--- src/rtl/instr_queue.sv ---
// Fetch-to-decode instruction queue: circular FIFO of {PC, instr} pairs with one-cycle flush.
// Optional same-cycle bypass when empty, enabled by INSTR_QUEUE_BYPASS_EN.
module instr_queue #(
  parameter int DEPTH   = 4,
  parameter int ADDR_W  = 64,
  parameter int INSTR_W = 32,
  localparam int PW = $clog2(DEPTH),
  localparam int CW = PW + 1
) (
  input  logic               clk,
  input  logic               reset,
  input  logic               in_valid,
  input  logic [ADDR_W-1:0]  in_pc,
  input  logic [INSTR_W-1:0] in_instr,
  output logic               in_ready,
  output logic               out_valid,
  output logic [ADDR_W-1:0]  out_pc,
  output logic [INSTR_W-1:0] out_instr,
  input  logic               out_ready,
  input  logic               flush,
  output logic [CW-1:0]      count
);

  typedef struct packed {
    logic [ADDR_W-1:0]  pc;
    logic [INSTR_W-1:0] instr;
  } entry_t;

  entry_t        mem [DEPTH];
  logic [PW-1:0] wr_ptr, rd_ptr;
  logic          empty, full, push, pop, byp_take;

  assign empty = (count == '0);
  assign full  = (count == CW'(DEPTH));

  always_comb begin
    in_ready  = !full && !flush;
    out_valid = !empty && !flush;
    out_pc    = empty ? '0 : mem[rd_ptr].pc;
    out_instr = empty ? '0 : mem[rd_ptr].instr;
    byp_take  = 1'b0;
`ifdef INSTR_QUEUE_BYPASS_EN
    // Empty queue: present the fetch entry directly; if taken, it never touches storage.
    if (empty && !flush) begin
      out_valid = in_valid;
      out_pc    = in_pc;
      out_instr = in_instr;
      byp_take  = in_valid && out_ready;
    end
`endif
  end

  assign push = in_valid && in_ready && !byp_take;
  assign pop  = out_valid && out_ready && !byp_take;

  always_ff @(posedge clk) begin
    if (push) mem[wr_ptr] <= '{pc: in_pc, instr: in_instr};
  end

  always_ff @(posedge clk or posedge reset) begin
    if (reset) begin
      wr_ptr <= '0;
      rd_ptr <= '0;
      count  <= '0;
    end else if (flush) begin
      wr_ptr <= '0;
      rd_ptr <= '0;
      count  <= '0;
    end else begin
      if (push) wr_ptr <= wr_ptr + PW'(1);
      if (pop)  rd_ptr <= rd_ptr + PW'(1);
      case ({push, pop})
        2'b10:   count <= count + CW'(1);
        2'b01:   count <= count - CW'(1);
        default: count <= count;
      endcase
    end
  end

endmodule

--- config.mk ---
export PLATFORM = sky130hd
export DESIGN_NAME = instr_queue
export DESIGN_NICKNAME = d
export VERILOG_FILES = /design/src/rtl/instr_queue.sv
export SDC_FILE = /design/constraint.sdc
export NUM_CORES = 1
export LEC_CHECK = 0
export ABC_AREA = 1
export CORE_MARGIN = 2
export CORE_UTILIZATION = 45
export DETAILED_ROUTE_END_ITERATION = 8
export DONT_BUFFER_PORTS = 1
export PLACE_DENSITY = 0.63
export SETUP_SLACK_MARGIN = 0.1
export SYNTH_ARGS = -nofsm -noshare
export SYNTH_HDL_FRONTEND = slang
export SYNTH_SLANG_ARGS = --single-unit
--- constraint.sdc ---
create_clock -name clk -period 6.23 [get_ports clk]
set_input_delay 0.3115 -clock clk [delete_from_list [all_inputs] [get_ports clk]]
set_output_delay 0.3115 -clock clk [all_outputs]
set_load 0.03 [all_outputs]
==> impl_metrics.py <==
metrics = {
    "run_status": {
        "status": "finished clean",
    },
    "die": {
        "row_count": 67,
        "initial_core_util": 0.457,
        "core_area_um2": 33600,
        "io-pin-count": 202,
        "die_area_um2": 35600,
        "die_h_um": 189,
        "dieWidth_um": 189,
    },
    "sta": {
        "fin_crit_sh": 0.661,
        "finalSetupViolCount": 0,
        "slew_viol_final": 0,
        "fin_skew_ns": 0.0106,
        "tightestPinTransition_ns": 0.966,
        "slew_headroom": 0.355,
        "tns_ns": 0,
        "hold_viol": 0,
        "grt_setup_unrepaired": "no",
        "timing.fmax_mhz": 243,
        "period_minus_slack_ns": 4.12,
    },
    "setup_path": {
        "r2r_cells": 5,
        "r2r_slack_ns": 3.23,
        "crit_path_end": "out_pc[2]",
        "crit_arrival_ns": 3.81,
        "cp-start-kind": "register",
        "crit_type": "reg -> out",
        "r2r_end": "mem[1][3]",
        "rr_startpoint": "count[1]",
        "cp-end-kind": "output port",
        "setup.worst_path.start": "rd_ptr[0]",
        "path_max_fanout": 82,
        "required_ns": 5.92,
    },
    "global_route": {
        "gr-total-overflow": 0,
        "grt_pass1_wl_mm": 51.5,
        "antenna_found_initial": 2,
        "grt_max_degree": 137,
        "grt_usage": 0.186,
        "first_global_vias": 9366,
    },
    "pwr": {
        "ir_drop_mv": 0.331,
        "p_total_mw": 7.83,
        "pwr_density_cell_nw_per_um2": 439,
        "p_leak_nw": 5.96,
    },
    "drt": {
        "drc": 0,
        "firstDrtPassIters": 4,
        "via_per_inst": 5.24,
        "ant_nets": 0,
        "vias": 9215,
        "routed_wl_mm": 33.1,
        "drt_iter0_markers": 698,
        "routedWlPerCell_um": 18.8,
    },
    "synthesis": {
        "syn_inst": 1198,
        "ys_top_cells_by_count": "nor2_1 (389), edfxtp_1 (384), o21ai_0 (147)",
        "ys.flop_type": "edfxtp_1",
        "synth.top_cell.area_share": 0.750,
        "synth_edf_count": 384,
        "ys_seq_area_frac": 0.762,
        "yosys-top-cells-area": "edfxtp_1 (75%), nor2_1 (9.5%), o21ai_0 (4.8%)",
        "syn_avg_cell_area_um2": 12.8,
        "yosys.area.top_type": "edfxtp_1",
        "yosysWarnings": 0,
        "ys_ff_latch": 391,
        "syn_area_um2": 15400,
        "post-synth-top-count-cell": "nor2_1",
        "synth_nets": 1304,
        "synth_cell_types": 22,
        "ys_async_sr_fraction": 0.0179,
    },
    "clock_network": {
        "tritoncts": "built",
        "cts_root_buf": "clkbuf_16",
        "cts_buffers": 40,
        "cts.path.max_buffers": 3,
        "clk_latency_ns": 0.52,
        "clk_pin_slew_ns": 0.06,
        "htreeDepth": 2,
        "clock-sinks": 391,
    },
    "min_path": {
        "hp-class": "in -> reg",
        "hold_start": "out_ready",
    },
    "final_layout": {
        "stdcell_count": 1757,
        "synthToLayoutAreaGrowth_pct": 16.0,
        "fillCellCount": 2793,
        "nets": 1385,
        "drive_gt1_frac": 0.0650,
    },
    "placed_design": {
        "dp_cells": 1585,
        "gp_congestion": 0.710,
        "portBuffers": 0,
        "dp_hpwl_mm": 17.6,
    },
    "job": {
        "max_cap_violations": 0,
    },
}
-- routing by layer --
metal / GRT usage / up-vias / share of wire
li1: - / 4410 / -
met1: 0.245 / 4533 / 0.43
met2: 0.311 / 212 / 0.49
met3: 0.0440 / 58 / 0.058
met4: 0.0514 / 2 / 0.021
met5: 0 / - / 0.00036
-- worst max-delay path, stage by stage (launching register included) --
cell and delay, ns:
dfrtp_4 0.69, buf_4 0.75, buf_4 0.85, nor2_1 0.11, nor2_1 0.11, o21ai_0 0.09
a21oi_1 0.66
-- layout by cell type (no fill, tap or decap) --
master	count
o21ai_1	49
clkinv_1	7
dfrtp_4	2
inv_2	1
a21oi_1	99
dlygate4sd3_1	100
o21ai_0	147
nand3_2	1
clkbuf_1	9
nor2_1	385
clkinvlp_4	2
diode_2	1
nor2_2	2
nor2_4	4
clkinv_2	9
inv_4	2
inv_6	3
clkbuf_16	41
xnor2_1	1
inv_1	12
nand2_1	11
buf_12	1
ha_1	4
nand2_2	4
nand3_1	9
bufinv_16	1
dfrtp_1	5
edfxtp_1	384
fa_1	1
buf_4	12
-- metrics by stage --
| stage | hold WS (ns) | util | cell area, um^2 | setup slack, ns |
|---|---|---|---|---|
| 2_1_floorplan | 0.115 | - | 15400 | 0.750 |
| 3_3_place_gp | 0.153 | 0.465 | 15600 | 2.62 |
| 3_5_place_dp | 0.160 | 0.465 | 15600 | 2.58 |
| 4_1_cts | 0.00713 | 0.530 | 17800 | 2.02 |
| 5_1_grt | 0.0248 | 0.530 | 17800 | 1.70 |
| 6_report | 0.0307 | 0.530 | 17800 | 2.11 |
-- what timing repair did --
| action | 4_1_cts | 5_1_grt |
|---|---|---|
| hold endpoints to repair | 394 | 0 |
| buffers inserted | 0 | 0 |
| hold buffers | 100 | 0 |
| resized for setup | 0 | 0 |
-- worst min-delay path by stage --
stage / endpoint / slack (ns) / cells after the start
after floorplan: count[0] / 0.11 / 1
after global placement: count[1] / 0.15 / 1
after detailed placement: count[1] / 0.16 / 1
after CTS: rd_ptr[0] / 0.007 / 3
after global routing: rd_ptr[1] / 0.02 / 4
final: rd_ptr[0] / 0.03 / 3
-- registers in the layout, indices dropped and copies added (netlist names) --
name	count
count	3
mem	384
rd_ptr	2
wr_ptr	2
-- kinds of logic after synthesis --
| group | after synthesis | share of synthesized area |
|---|---|---|
| AO/OA/AOI/OAI | 295 | 0.0961 |
| XOR/XNOR | 1 | 0.000570 |
| adder cells (fa/ha/maj) | 5 | 0.00456 |
| buffers and inverters | 90 | 0.0333 |
| flip-flops | 391 | 0.762 |
| AND/OR/NAND/NOR | 416 | 0.104 |
-- where the power goes --
part	total, mW	internal, mW	leakage [nW]	switching, mW
registers	3.20	3.08	3.58	0.125
clock network	2.18	1.25	0.586	0.931
logic	2.45	0.453	1.80	1.99
-- area by class of cell --
class	instances	area [um^2]	area share
Multi-Input combinational cell	717	3180	0.178
Clock buffer	50	1060	0.0594
Sequential cell	391	11700	0.657
Timing Repair Buffer	113	1110	0.0623
Tap cell	448	561	0.0314
Inverter	16	70.1	0.00393
Clock inverter	21	134	0.00751
Antenna cell	1	2.50	0.000140
No activity file was read; power rests on OpenSTA's default activity.
